File: src/rtl/fifo_rd_stream_pkg.sv
// ----------------------------------------------------------------------------
// fifo_rd_stream_pkg
// Shared types and constants for the FIFO read-side streaming adapter.
//   rdbuf_state_t      : occupancy state of the 2-entry output buffer
//   DEFAULT_DATA_WIDTH : FIFO/RAM word width shared with the FIFO instances
//   DEFAULT_CNT_WIDTH  : width of the delivered-word counter
//   occ_of()           : maps a buffer state to its entry count
// ----------------------------------------------------------------------------
package fifo_rd_stream_pkg;

    typedef enum logic [1:0] {
        EMPTY = 2'd0,
        ONE   = 2'd1,
        TWO   = 2'd2
    } rdbuf_state_t;

    localparam int DEFAULT_DATA_WIDTH = 24;
    localparam int DEFAULT_CNT_WIDTH  = 16;

    function automatic logic [1:0] occ_of(input rdbuf_state_t s);
        logic [1:0] occ;
        case (s)
            EMPTY:   occ = 2'd0;
            ONE:     occ = 2'd1;
            TWO:     occ = 2'd2;
            default: occ = 2'd0;
        endcase
        return occ;
    endfunction

endpackage

File: src/rtl/fifo_rd_stream_if.sv
// ----------------------------------------------------------------------------
// fifo_rd_stream_if
// Bundles the FIFO-side and consumer-side signals of the read adapter.
//   fifo_empty  : empty flag from the FIFO controller
//   fifo_rdata  : RAM read data, valid one cycle after fifo_rd
//   fifo_rd     : read strobe towards the FIFO controller
//   flush       : discard buffered and in-flight data
//   out_ready   : consumer can accept
//   out_valid   : out_data holds a word
//   out_data    : head word of the output buffer
//   xfer_count  : completed output transfers (wrapping)
// Modports: master = the adapter, slave = its environment.
// ----------------------------------------------------------------------------
interface fifo_rd_stream_if
    import fifo_rd_stream_pkg::*;
#(
    parameter int DATA_WIDTH = DEFAULT_DATA_WIDTH,
    parameter int CNT_WIDTH  = DEFAULT_CNT_WIDTH
);
    logic                  fifo_empty;
    logic [DATA_WIDTH-1:0] fifo_rdata;
    logic                  fifo_rd;
    logic                  flush;
    logic                  out_ready;
    logic                  out_valid;
    logic [DATA_WIDTH-1:0] out_data;
    logic [CNT_WIDTH-1:0]  xfer_count;

    modport master (
        input  fifo_empty, fifo_rdata, flush, out_ready,
        output fifo_rd, out_valid, out_data, xfer_count
    );

    modport slave (
        output fifo_empty, fifo_rdata, flush, out_ready,
        input  fifo_rd, out_valid, out_data, xfer_count
    );
endinterface

File: src/rtl/fifo_rd_stream_rd_skid_buf.sv
// ----------------------------------------------------------------------------
// rd_skid_buf
// Two-entry register buffer with push/pop, head output and occupancy state.
//   clk, reset    : clock, asynchronous active-high reset
//   push_i        : write push_data_i into the tail this edge
//   pop_i         : drop the head entry this edge (ignored when empty)
//   flush_i       : empty the buffer (data registers keep their contents)
//   push_data_i   : data to store on push
//   head_o        : current head entry; retains its last value when empty
//   state_o       : EMPTY / ONE / TWO
//   overflow_o    : push into a full buffer without a pop (must never occur)
// ----------------------------------------------------------------------------
module rd_skid_buf
    import fifo_rd_stream_pkg::*;
#(
    parameter int DATA_WIDTH = DEFAULT_DATA_WIDTH
) (
    input  logic                  clk,
    input  logic                  reset,
    input  logic                  push_i,
    input  logic                  pop_i,
    input  logic                  flush_i,
    input  logic [DATA_WIDTH-1:0] push_data_i,
    output logic [DATA_WIDTH-1:0] head_o,
    output rdbuf_state_t          state_o,
    output logic                  overflow_o
);

    rdbuf_state_t          state_q, state_d;
    logic [DATA_WIDTH-1:0] head_q, head_d;
    logic [DATA_WIDTH-1:0] tail_q, tail_d;

    always_comb begin
        state_d    = state_q;
        head_d     = head_q;
        tail_d     = tail_q;
        overflow_o = 1'b0;
        if (flush_i) begin
            state_d = EMPTY;
        end else begin
            case (state_q)
                EMPTY: begin
                    if (push_i) begin
                        head_d  = push_data_i;
                        state_d = ONE;
                    end
                end
                ONE: begin
                    case ({push_i, pop_i})
                        2'b10: begin
                            tail_d  = push_data_i;
                            state_d = TWO;
                        end
                        2'b01: state_d = EMPTY;   // head value is kept as out_data
                        2'b11: head_d  = push_data_i;
                        default: ;
                    endcase
                end
                TWO: begin
                    if (pop_i) begin
                        head_d = tail_q;
                        if (push_i) begin
                            tail_d = push_data_i;
                        end else begin
                            state_d = ONE;
                        end
                    end else if (push_i) begin
                        overflow_o = 1'b1;
                    end
                end
                default: state_d = EMPTY;
            endcase
        end
    end

    always_ff @(posedge clk or posedge reset) begin
        if (reset) begin
            state_q <= EMPTY;
            head_q  <= '0;
            tail_q  <= '0;
        end else begin
            state_q <= state_d;
            head_q  <= head_d;
            tail_q  <= tail_d;
        end
    end

    assign head_o  = head_q;
    assign state_o = state_q;

endmodule

File: src/rtl/fifo_rd_stream.sv
// ----------------------------------------------------------------------------
// fifo_rd_stream
// Read-side adapter: issues FIFO reads, captures RAM data one cycle later and
// presents it as a first-word-fall-through valid/ready stream.
//   clk    : system clock
//   reset  : asynchronous active-high reset
//   bus    : fifo_rd_stream_if.master (FIFO side + consumer side + counter)
// ----------------------------------------------------------------------------
module fifo_rd_stream
    import fifo_rd_stream_pkg::*;
#(
    parameter int DATA_WIDTH = DEFAULT_DATA_WIDTH,
    parameter int CNT_WIDTH  = DEFAULT_CNT_WIDTH
) (
    input  logic             clk,
    input  logic             reset,
    fifo_rd_stream_if.master bus
);

    rdbuf_state_t          buf_state;
    logic [DATA_WIDTH-1:0] buf_head;
    logic                  buf_overflow;

    logic                  inflight_q;
    logic [CNT_WIDTH-1:0]  xfer_count_q, xfer_count_d;

    logic                  out_valid;
    logic                  pop;
    logic                  capture;
    logic                  fifo_rd;
    logic [2:0]            pending;

    always_comb begin
        out_valid = (buf_state != EMPTY) && !bus.flush;
        pop       = out_valid && bus.out_ready;
        capture   = inflight_q && !bus.flush;
        // Words that will be held or arriving after this edge without a new
        // read; a read is allowed only if that leaves room for its return.
        // pop implies occ >= 1, so the subtraction cannot underflow.
        pending   = {1'b0, occ_of(buf_state)} + {2'b00, inflight_q} - {2'b00, pop};
        // Never read while empty: the controller would still move pointers.
        fifo_rd   = !reset && !bus.flush && !bus.fifo_empty && (pending <= 3'd1);
        xfer_count_d = pop ? xfer_count_q + CNT_WIDTH'(1) : xfer_count_q;
    end

    always_ff @(posedge clk or posedge reset) begin
        if (reset) begin
            inflight_q   <= 1'b0;
            xfer_count_q <= '0;
        end else begin
            inflight_q   <= fifo_rd;
            xfer_count_q <= xfer_count_d;
        end
    end

    rd_skid_buf #(
        .DATA_WIDTH (DATA_WIDTH)
    ) u_skid (
        .clk         (clk),
        .reset       (reset),
        .push_i      (capture),
        .pop_i       (pop),
        .flush_i     (bus.flush),
        .push_data_i (bus.fifo_rdata),
        .head_o      (buf_head),
        .state_o     (buf_state),
        .overflow_o  (buf_overflow)
    );

    assign bus.fifo_rd    = fifo_rd;
    assign bus.out_valid  = out_valid;
    assign bus.out_data   = buf_head;
    assign bus.xfer_count = xfer_count_q;

    // The issue rule keeps occupancy plus in-flight at most 2.
    a_no_overflow: assert property (@(posedge clk) disable iff (reset) !buf_overflow);

endmodule

File: src/flat_wrapper.sv
// flat-port wrapper written by rule: the top's interface ports become plain ports
module fifo_rd_stream_flat import fifo_rd_stream_pkg::*;
#(
    parameter int DATA_WIDTH = DEFAULT_DATA_WIDTH,
    parameter int CNT_WIDTH  = DEFAULT_CNT_WIDTH
)
  (clk, reset, bus_fifo_empty, bus_fifo_rdata, bus_flush, bus_out_ready, bus_fifo_rd, bus_out_valid, bus_out_data, bus_xfer_count);
  fifo_rd_stream_if #(.DATA_WIDTH(DATA_WIDTH), .CNT_WIDTH(CNT_WIDTH)) bus_i ();
  input  logic clk;
  input  logic reset;
  input wire logic [$bits(bus_i.fifo_empty)-1:0] bus_fifo_empty;
  input wire logic [$bits(bus_i.fifo_rdata)-1:0] bus_fifo_rdata;
  input wire logic [$bits(bus_i.flush)-1:0] bus_flush;
  input wire logic [$bits(bus_i.out_ready)-1:0] bus_out_ready;
  output wire logic [$bits(bus_i.fifo_rd)-1:0] bus_fifo_rd;
  output wire logic [$bits(bus_i.out_valid)-1:0] bus_out_valid;
  output wire logic [$bits(bus_i.out_data)-1:0] bus_out_data;
  output wire logic [$bits(bus_i.xfer_count)-1:0] bus_xfer_count;
  assign bus_i.fifo_empty = bus_fifo_empty;
  assign bus_i.fifo_rdata = bus_fifo_rdata;
  assign bus_i.flush = bus_flush;
  assign bus_i.out_ready = bus_out_ready;
  assign bus_fifo_rd = bus_i.fifo_rd;
  assign bus_out_valid = bus_i.out_valid;
  assign bus_out_data = bus_i.out_data;
  assign bus_xfer_count = bus_i.xfer_count;
  fifo_rd_stream #(.DATA_WIDTH(DATA_WIDTH), .CNT_WIDTH(CNT_WIDTH)) u_core (.clk(clk), .reset(reset), .bus(bus_i));
endmodule
File: config.mk
export PLATFORM = sky130hd
export DESIGN_NAME = fifo_rd_stream_flat
export DESIGN_NICKNAME = d
export VERILOG_FILES = /design/src/rtl/fifo_rd_stream_pkg.sv /design/src/rtl/fifo_rd_stream_if.sv /design/src/rtl/fifo_rd_stream_rd_skid_buf.sv /design/src/rtl/fifo_rd_stream.sv /design/src/flat_wrapper.sv
export SDC_FILE = /design/constraint.sdc
export NUM_CORES = 1
export LEC_CHECK = 0
export CAP_MARGIN = 20
export CELL_PAD_IN_SITES_DETAIL_PLACEMENT = 1
export CELL_PAD_IN_SITES_GLOBAL_PLACEMENT = 1
export CORE_ASPECT_RATIO = 2
export CORE_MARGIN = 8
export CORE_UTILIZATION = 37
export DETAILED_ROUTE_END_ITERATION = 6
export PLACE_DENSITY_LB_ADDON = 0.1
export SLEW_MARGIN = 20
export SYNTH_ARGS = -nofsm -noshare
export SYNTH_HDL_FRONTEND = slang
export SYNTH_HIERARCHICAL = 1
export SYNTH_SLANG_ARGS = --single-unit
File: constraint.sdc
create_clock -name clk -period 2.58 [get_ports clk]
set_clock_uncertainty 0.15 [all_clocks]
set_input_delay 0.258 -clock clk [delete_from_list [all_inputs] [get_ports clk]]
set_output_delay 0.258 -clock clk [all_outputs]
set_load 0.02 [all_outputs]
-- Yosys cells after proc, flatten, opt, wreduce, memory -nomap -nowiden
Index checks and enable logic that the tools add are counted.
- flip-flop bits (word level): 67
- memories kept: 0
- ROM bits: 0
- input bits: 29
- output and inout bits: 42
- bits in writable memories: 0
- word-level logic and storage cells: 54
- latch bits: 0
- bitwise operators: 1
- eq/ne operators: 14
- div/mod/pow operators: 0
- multiply operators: 0
- magnitude comparators: 1
- reductions and logical operators: 16
- shifts and indexed selects: 0
- muxes and demuxes: 14
- $add $sub $neg: 3
- operators with widths (kind ; number):
    24-bit two-way mux ; 5
    24-bit case mux with 3 select lines ; 1
    24-bit case mux with 2 select lines ; 1
    16-bit by 1-bit adder with 16-bit output (second input constant) ; 1
    2-bit != test (second input constant) ; 5
    5-bit AND reduction ; 2
    3-bit != test (second input constant) ; 3
    2-bit two-way mux ; 4
    2-bit case mux with 2 select lines ; 2
    2-bit equality test (second input constant) ; 3
    1-bit logical AND ; 6
    2-bit case mux with 3 select lines ; 1
    2-bit by 1-bit equality test with 1-bit output (second input constant) ; 2
    4-bit != test (second input constant) ; 1
    4-bit AND reduction ; 1
    2-bit nonzero test ; 2
    2-bit by 1-bit adder with 3-bit output ; 1
    3-bit by 1-bit less-or-equal comparator with 1-bit output (second input constant) ; 1
    1-bit logical NOT ; 3
    3-bit nonzero test ; 1
    3-bit by 1-bit subtractor with 3-bit output ; 1
    2-bit logical NOT ; 1
    1-bit NOT ; 1

-- Longest topological paths before layout
Gate-level depths: netlist (run 1).
- depth after elaboration: 7
- mapped depth: 10
- depth with buffers taken out: 9

-- By module
Netlist (run 1), hierarchy kept.
- modules (own cells, without submodules) (module ; cells each ; sequential area each (um2) ; area each (um2) ; times used):
    rd_skid_buf ; 153 ; 1251.2 ; 2404.8 ; 1
    fifo_rd_stream ; 76 ; 425.4 ; 915.9 ; 1

-- Worst setup path before layout (run 1)
OpenSTA, ideal clock, no wires.
- kind: flip-flop to output port
- from: register u_core.u_skid.state_q[0] (netlist: u_core/u_skid/state_o[0])
- to: output port bus_fifo_rd
- arrival: 2.805 ns
- slack: -0.633 ns
- path buffers: 1
- data required time: 2.172 ns
- stages on the path, launching flop included: 11
- cell sequence: dfrtp_1 o21ba_2 and2_1 buf_4 ha_1 inv_1 ha_1 inv_1 fa_1 nand2b_1 nor4_1
- longest elaborated chain between the ends: 6
- elaborated cells on any way between the ends: 10
- classes of those cells: 2 x add/sub; 1 x order compare; 2 x eq/ne; 1 x mux; 4 x reduce/logical
- ends and longest elaborated chain (what ; RTL line ; RTL):
    from (decl) ; fifo_rd_stream_rd_skid_buf.sv:29 ; rdbuf_state_t state_q, state_d;
    from (signal assigned) ; fifo_rd_stream_rd_skid_buf.sv:82 ; state_q <= state_d;
    2-bit nonzero test ; fifo_rd_stream.sv:34 ; out_valid = (buf_state != EMPTY) && !bus.flush;
    1-bit logical AND ; fifo_rd_stream.sv:34 ;
    net bus_out_valid ; flat_wrapper.sv:16 ; output wire logic [$bits(bus_i.out_valid)-1:0] bus_out_valid;
    1-bit logical AND ; fifo_rd_stream.sv:35 ; pop = out_valid && bus.out_ready;
    net u_core.pop ; fifo_rd_stream.sv:28 ; logic pop;
    3-bit by 1-bit subtractor with 3-bit output ; fifo_rd_stream.sv:40 ; pending = {1'b0, occ_of(buf_state)} + {2'b00, inflight_q} - {2'b00, pop};
    3-bit by 1-bit less-or-equal comparator with 1-bit output ; fifo_rd_stream.sv:42 ; fifo_rd = !reset && !bus.flush && !bus.fifo_empty && (pending <= 3'd1);
    1-bit logical AND ; fifo_rd_stream.sv:42 ;
    to (decl) ; flat_wrapper.sv:15 ; output wire logic [$bits(bus_i.fifo_rd)-1:0] bus_fifo_rd;
The timed path passes the listed nets, and every way through them passes these cells.

-- Worst setup path after layout (run 1)
- from: register u_core.u_skid.state_q[1] (netlist: u_core/u_skid/state_o[1])
- to: output port bus_fifo_rd
- longest elaborated chain between the ends: 6
- elaborated cells on any way between the ends: 10
- classes of those cells: 2 x add/sub; 1 x order compare; 2 x eq/ne; 1 x mux; 4 x reduce/logical
- ends and longest elaborated chain (what ; RTL line ; RTL):
    2-bit equality test (tied with other cells) ; fifo_rd_stream_pkg.sv:22 ; case (s)
    2-bit case mux with 2 select lines / 1-bit logical AND (equally long branches) ; fifo_rd_stream_pkg.sv:22, fifo_rd_stream.sv:34 ;
    2-bit by 1-bit adder with 3-bit output / 1-bit logical AND (equally long branches) ; fifo_rd_stream.sv:40, fifo_rd_stream.sv:35 ;
    3-bit by 1-bit subtractor with 3-bit output (*) ; fifo_rd_stream.sv:40 ;
    3-bit by 1-bit less-or-equal comparator with 1-bit output (*) ; fifo_rd_stream.sv:42 ;
    1-bit logical AND (*) ; fifo_rd_stream.sv:42 ;
Every way passes the cells marked *; elsewhere a longest branch is shown, timed or not.

==> results of run 1 <==
[routing by layer]
| metal | vias to the layer above | share of wire, % | GRT usage (%) |
|---|---|---|---|
| met1 | 1049 | 41 | 14.56 |
| met5 | - | 0 | 0 |
| met2 | 51 | 52 | 22.45 |
| li1 | 969 | - | - |
| met4 | 0 | 1.7 | 6.106 |
| met3 | 9 | 5.2 | 4.741 |
[registers in the layout (all words and copies together), names as in the netlist]
signal / flops
u_core/bus.xfer_count: 16
u_core/inflight_q: 1
u_core/u_skid/head_o: 24
u_core/u_skid/state_o: 2
u_core/u_skid/tail_q: 24
[worst max-delay path, delay by kind of cell (launching register included)]
kind                     cells  cell delay, ns
flip-flops                   1            0.40
buffers and inverters        3            0.29
adder cells (fa/ha/maj)      3            0.70
XOR/XNOR                     1            0.17
AO/OA/AOI/OAI                1            0.23
AND/OR/NAND/NOR              2            0.43
[path summary, 6_finish.rpt]
kind                                                        from                                    end  slack (ns)  cells after the start
max                         u_core/u_skid/state_o[1]$_DFFE_PP0P_                            bus_fifo_rd       -0.37                     10
min                                                        reset    u_core/u_skid/tail_q[0]$_DFFE_PP0P_        0.27                      2
min reg2reg                u_core/bus.xfer_count[15]$_DFFE_PP0P_  u_core/bus.xfer_count[15]$_DFFE_PP0P_        0.33                      1
max in group asynchronous                                  reset  u_core/bus.xfer_count[15]$_DFFE_PP0P_        1.46                      2
min in group clk           u_core/bus.xfer_count[15]$_DFFE_PP0P_  u_core/bus.xfer_count[15]$_DFFE_PP0P_        0.33                      1
max reg2reg                 u_core/u_skid/state_o[1]$_DFFE_PP0P_   u_core/u_skid/tail_q[19]$_DFFE_PP0P_        0.19                      9
[cell type report]
cell class / instances / area, µm² / area share, %
multi-input combinational: 144 / 1572 / 34.24
inverter: 8 / 30.03 / 0.6543
clock buffer: 11 / 242.7 / 5.289
timing repair buffer: 88 / 887.1 / 19.33
sequential: 67 / 1678 / 36.56
tap: 102 / 127.6 / 2.781
clock inverter: 5 / 52.55 / 1.145
[what timing repair did]
item / CTS / global route
cloned: 0 / 0
setup buffers: 3 / 0
pin swaps: 4 / 0
setup endpoints to repair: 1 / 11
gates resized for setup: 7 / 1
[through the flow]
stage               area (µm²)  setup TNS (ns)
floorplan                 3366         -0.2430
global placement          4260          -3.966
detailed placement        4260          -6.490
CTS                       4586         -0.3780
global route              4589         -0.4968
finish                    4589         -0.3722
[power breakdown]
part           switching [mW]  internal [mW]
clock network           0.442          0.769
registers              0.0904           1.21
logic                   0.340          0.422
total                   0.872           2.40
==> key figures, run 1 <==
Synthesis
  • Yosys warns: 6
  • Syn avg cell area: between 10 and 15 µm²
  • Syn_nets: ~260
  • Post-synthesis cell area: 3312 µm²
  • Mapped Cells: 228

Timing
  • Final setup fails: 1
  • Fin crit share: 114.4%
  • RSZ-0062 raised after global routing: yes
  • Final worst slack: -0.3722 ns
  • Fmax: 0.3387 GHz
  • Final Hold Viols: 0
  • Hold slack: around 0.27 ns
  • Max Slew Vio Count: 0
  • Measured slew at the worst slew-check pin: around 0.7 ns
  • Max_slew headroom: 52.08%
  • Final min period: between 2 and 3 ns

Floorplanning
  • Site Rows: ~50
  • Die span in y: roughly 150 µm
  • I/O pin count: ~70
  • Die width: 82.90 µm
  • Area of the core: slightly below 9000 µm²
  • Die area: roughly 12000 µm²
  • Starting Density: between 30% and 40%

Layout
  • Non-filler cells in the finished layout: between 400 and 500
  • # diodes: 0
  • Layout area overhead: 38.57%
  • Most common cell after layout, fill and taps aside: clkdlybuf4s50_1
  • Highest-count cells in the layout ignoring fill and taps: clkdlybuf4s50_1, dfrtp_1, mux2_2
  • Util after Layout: between 50 and 60%
  • Nets: 354
  • Layout cells sized above 1: approximately two fifths
  • Filler cells: approximately 900

Power
  • P per Cell Area: approximately 700 nW/µm²
  • Worst vdd ir: between 0.4 and 0.5 mV
  • Leak: a little over 2 nW
  • Total power: around 3.3 mW

Setup path
  • Crit Path Max Fanout: 3
  • Worst path required time: between 2 and 2.5 ns
  • Critical path arrival: ~2.5 ns
  • Critical path cell sequence: o21ba_4 > and2_4 > ha_4 > inv_2 > ha_4 > inv_2 > fa_2 > xor2_2 > nor4_4 > buf_4
  • Critical setup path kind: register to output pin
  • Crit. End Element: output pin
  • CP peak stage delay: 0.40 ns
  • Slowest CP cell: dfrtp_1
  • Startpoint types: register

Min path
  • Hold Path Class: primary input to async pin

Routing
  • Via count: approximately 2100
  • Count of antenna-violating nets left after detailed routing: 0
  • Drt initial violations: 56
  • DRC Markers: 0
  • Final wirelength: roughly 7.7 mm
  • Vias/cell: ~5
  • DR pass1 iterations: 4
  • Avg WL per Cell: 18.22 µm

Clock tree
  • Worst-skew pair later-pin latency: 0.33 ns
  • CTS tree: yes
  • Clock-pin slew of the registers on the worst-case setup and hold paths: 0.05 ns
  • Hold_buf cts: 0
  • Longest Clk Path Bufs: 2
  • H-Tree Depth: 3
  • Num CTS Buffers: 9
  • Clk sinks: 67
  • Clock root cell: clkbuf_16

Placed design
  • Number of port buffers: 70
  • Final RePlAce weighted congestion: 0.6950
  • Pre-CTS setup slack: -0.8125 ns
  • DPL Wire Length: 5.626 mm
  • Placed cell count: 406

GRT
  • Overall routing resource usage: 13.31%
  • First-pass GRT wire length: between 10 and 15 mm
  • Largest net degree at the start of global routing: 31
  • Initial antenna violation count: 0
  • Vias in the first global route: ~2500
  • GR Overflow Total: 0

Run
  • MaxCap Viol Count: 0

Status
  • Violated checks: setup timing
  • Status: complete, but fails checks
Power figures use the tool's default switching activity.
==> run 2, diff against run 1 <==
==> constraint.sdc (replaced) <==
create_clock -name clk -period 2.7 [get_ports clk]
set_clock_uncertainty 0.15 [all_clocks]
set_input_delay 0.27 -clock clk [delete_from_list [all_inputs] [get_ports clk]]
set_output_delay 0.27 -clock clk [all_outputs]
set_load 0.02 [all_outputs]
==> run 2 against run 1 <==
- the run still ends with setup timing left
- first-iteration DRC count grew 50%
- largest power group unchanged
- flip-flop and latch count is the same
- combinational power shrank 4.9%
- design area decreased by 0.35%
- sequential share of layout area rose by 0.13 points
- sequential power down 5%
==> key figures, run 2 (synthesis gave the netlist of run 1 again) <==
Status
  • Status: complete, but fails checks
  • Violated checks: setup timing

Routing
  • Final wirelength: 7.530 mm (-2.8%)
  • Avg WL per Cell: 17.80 µm (-2.3%)
  • Via count: 2076 (-0.096%)
  • DR pass1 iterations: 2 (-2)
  • Vias/cell: 4.908 (+0.38%)
  • Drt initial violations: 84 (+50%)
  • Count of antenna-violating nets left after detailed routing: 0 (unchanged)
  • DRC Markers: 0 (unchanged)

Min path
  • Hold Path Class: primary input to async pin

Clock tree
  • Worst-skew pair later-pin latency: 0.33 ns (about the same)
  • Num CTS Buffers: 9 (unchanged)
  • CTS tree: yes
  • H-Tree Depth: 3 (unchanged)
  • Hold_buf cts: 0 (unchanged)
  • Clock-pin slew of the registers on the worst-case setup and hold paths: 0.05 ns (about the same)
  • Longest Clk Path Bufs: 2 (unchanged)
  • Clk sinks: 67 (unchanged)
  • Clock root cell: clkbuf_16

Placed design
  • Number of port buffers: 70 (unchanged)
  • Area after DPL: 4238 µm² (-0.53%)
  • Final RePlAce weighted congestion: 0.7367 (+6.0%)
  • Pre-CTS setup slack: -0.7473 ns (+0.06515 ns)
  • Placed cell count: 406 (unchanged)
  • DPL Wire Length: 5.404 mm (-3.9%)

Layout
  • # diodes: 0 (unchanged)
  • Filler cells: 898 (+0.79%)
  • Footprint of the multi-input gates: 1572 µm² (unchanged)
  • Nets: 352 (-0.56%)
  • Layout area overhead: 38.08%
  • Storage cell area: 1678 µm² (unchanged)
  • Most common cell after layout, fill and taps aside: clkdlybuf4s50_1
  • Non-filler cells in the finished layout: 423 (-0.47%)
  • Highest-count cells in the layout ignoring fill and taps: clkdlybuf4s50_1, dfrtp_1, mux2_2
  • Layout cells sized above 1: 40.19% (-0.99 points)
  • Final Cell Area: 4573 µm² (-0.35%)

Timing
  • Final Hold Viols: 0 (unchanged)
  • Final min period: ~3 ns
  • Fmax: approximately 0.34 GHz
  • Max_slew headroom: 53.39% (+1.3 points)
  • Final worst slack: -0.2412 ns (+0.1310 ns)
  • Max Slew Vio Count: 0 (unchanged)
  • Final setup fails: 1 (unchanged)
  • Measured slew at the worst slew-check pin: 0.6984 ns (-0.01958 ns)
  • RSZ-0062 raised after global routing: yes
  • Fin crit share: 108.9%

Setup path
  • Critical path arrival: 2.52 ns (-0.02 ns)
  • Critical path cell sequence: o21ba_4 > and2_4 > ha_4 > inv_4 > ha_4 > inv_2 > fa_2 > xor2_2 > nor4_4 > buf_4
  • Buf/Inv on CP: 3 (unchanged)
  • CP dominant cell by count: ha_4
  • Crit. End Element: output pin
  • CP peak stage delay: 0.40 ns (about the same)
  • Kind of cell adding the most delay to the critical path: adder cells
  • Slowest CP cell: dfrtp_2
  • Critical setup path kind: register to output pin
  • Worst path required time: 2.28 ns (+0.11 ns)
  • Crit Path Max Fanout: 2 (-1)
  • Startpoint types: register

GRT
  • Vias in the first global route: 2421 (-2.7%)
  • Overall routing resource usage: 12.76% (-0.55 points)
  • Largest net degree at the start of global routing: 51 (+65%)
  • First-pass GRT wire length: 12.64 mm (-3.1%)
  • Initial antenna violation count: 0 (unchanged)
  • GR Overflow Total: 0 (unchanged)

Power
  • Worst vdd ir: 0.4059 mV (-4.1%)
  • P per Cell Area: 691.9 nW/µm² (-2.9%)
  • Leak: 2.026 nW (-0.50%)
  • Total power: 3.164 mW (-3.2%)

Floorplanning
  • I/O pin count: 71 (unchanged)
  • Die span in y: 149.8 µm (unchanged)
  • Die area: 12420 µm² (unchanged)
  • Die width: 82.90 µm (unchanged)
  • Starting Density: 37.51% (unchanged)
  • Site Rows: 49 (unchanged)
  • Area of the core: 8828 µm² (unchanged)

Run
  • MaxCap Viol Count: 0 (unchanged)
## run 2: cell types whose count changed in the layout (fill, tap and decap cells not counted), sizes merged
cell / delta
buf: -2
clkbuf: +4
clkinv: -3
clkinvlp: -1
## run 2: tightest hold or removal path: stages
cell and delay, ns:
clkdlybuf4s50_1 0.50, inv_2 0.11, buf_12 0.26
## run 2: where the power goes
| group | switching (mW) | internal (mW) | total, mW | leakage [nW] |
|---|---|---|---|---|
| clock network | 0.413 | 0.791 | 1.20 | 0.150 |
| logic | 0.324 | 0.401 | 0.725 | 1.00 |
| registers | 0.0825 | 1.15 | 1.23 | 0.873 |
| total | 0.819 | 2.34 | 3.16 | 2.03 |
## run 2: metal layers
metal | wire length, µm | global-route usage [%] | up-vias
met1 | 3198 | 15.00 | 1053
met3 | 312 | 3.706 | 12
met5 | 0 | 0 | -
met2 | 3861 | 20.45 | 44
li1 | - | - | 967
met4 | 157 | 6.814 | 0
## run 2: layout make-up
class / instances / share of cell area [%]
Sequential cell: 67 / 36.69
Multi-Input combinational cell: 144 / 34.36
Timing Repair Buffer: 86 / 18.71
Clock buffer: 15 / 6.074
Tap cell: 102 / 2.791
Inverter: 8 / 0.7114
Clock inverter: 1 / 0.6566
## run 2: worst paths after layout
path | startpoint | end | slack [ns] | cells after the start
setup / recovery | u_core/u_skid/state_o[0]$_DFFE_PP0P_ | bus_fifo_rd | -0.24 | 10
hold / removal | reset | u_core/u_skid/head_o[3]$_DFFE_PP0P_ | 0.28 | 3
setup reg to reg | u_core/u_skid/state_o[0]$_DFFE_PP0P_ | u_core/inflight_q$_DFF_PP0_ | 0.34 | 10
hold reg to reg | u_core/bus.xfer_count[15]$_DFFE_PP0P_ | u_core/bus.xfer_count[15]$_DFFE_PP0P_ | 0.33 | 1
max in group asynchronous | reset | u_core/bus.xfer_count[5]$_DFFE_PP0P_ | 1.61 | 2
min in group clk | u_core/bus.xfer_count[15]$_DFFE_PP0P_ | u_core/bus.xfer_count[15]$_DFFE_PP0P_ | 0.33 | 1
## run 2: timing repair
item / 4_1_cts / 5_1_grt
gates cloned: 0 / 0
endpoints found under the setup margin: 1 / 1
pin swaps: 3 / 0
setup buffers: 1 / 0
gates resized for setup: 10 / 0
## run 2: stage by stage
step	setup TNS [ns]	utilization [%]	hold WS, ns
3_3_place_gp	-0.7015	48.00	0.3117
3_5_place_dp	-0.8364	48.00	0.3254
4_1_cts	-0.2689	51.80	0.2867
2_1_floorplan	-0.09272	-	0.04607
5_1_grt	-0.3324	51.80	0.3258
6_report	-0.2412	51.80	0.2796
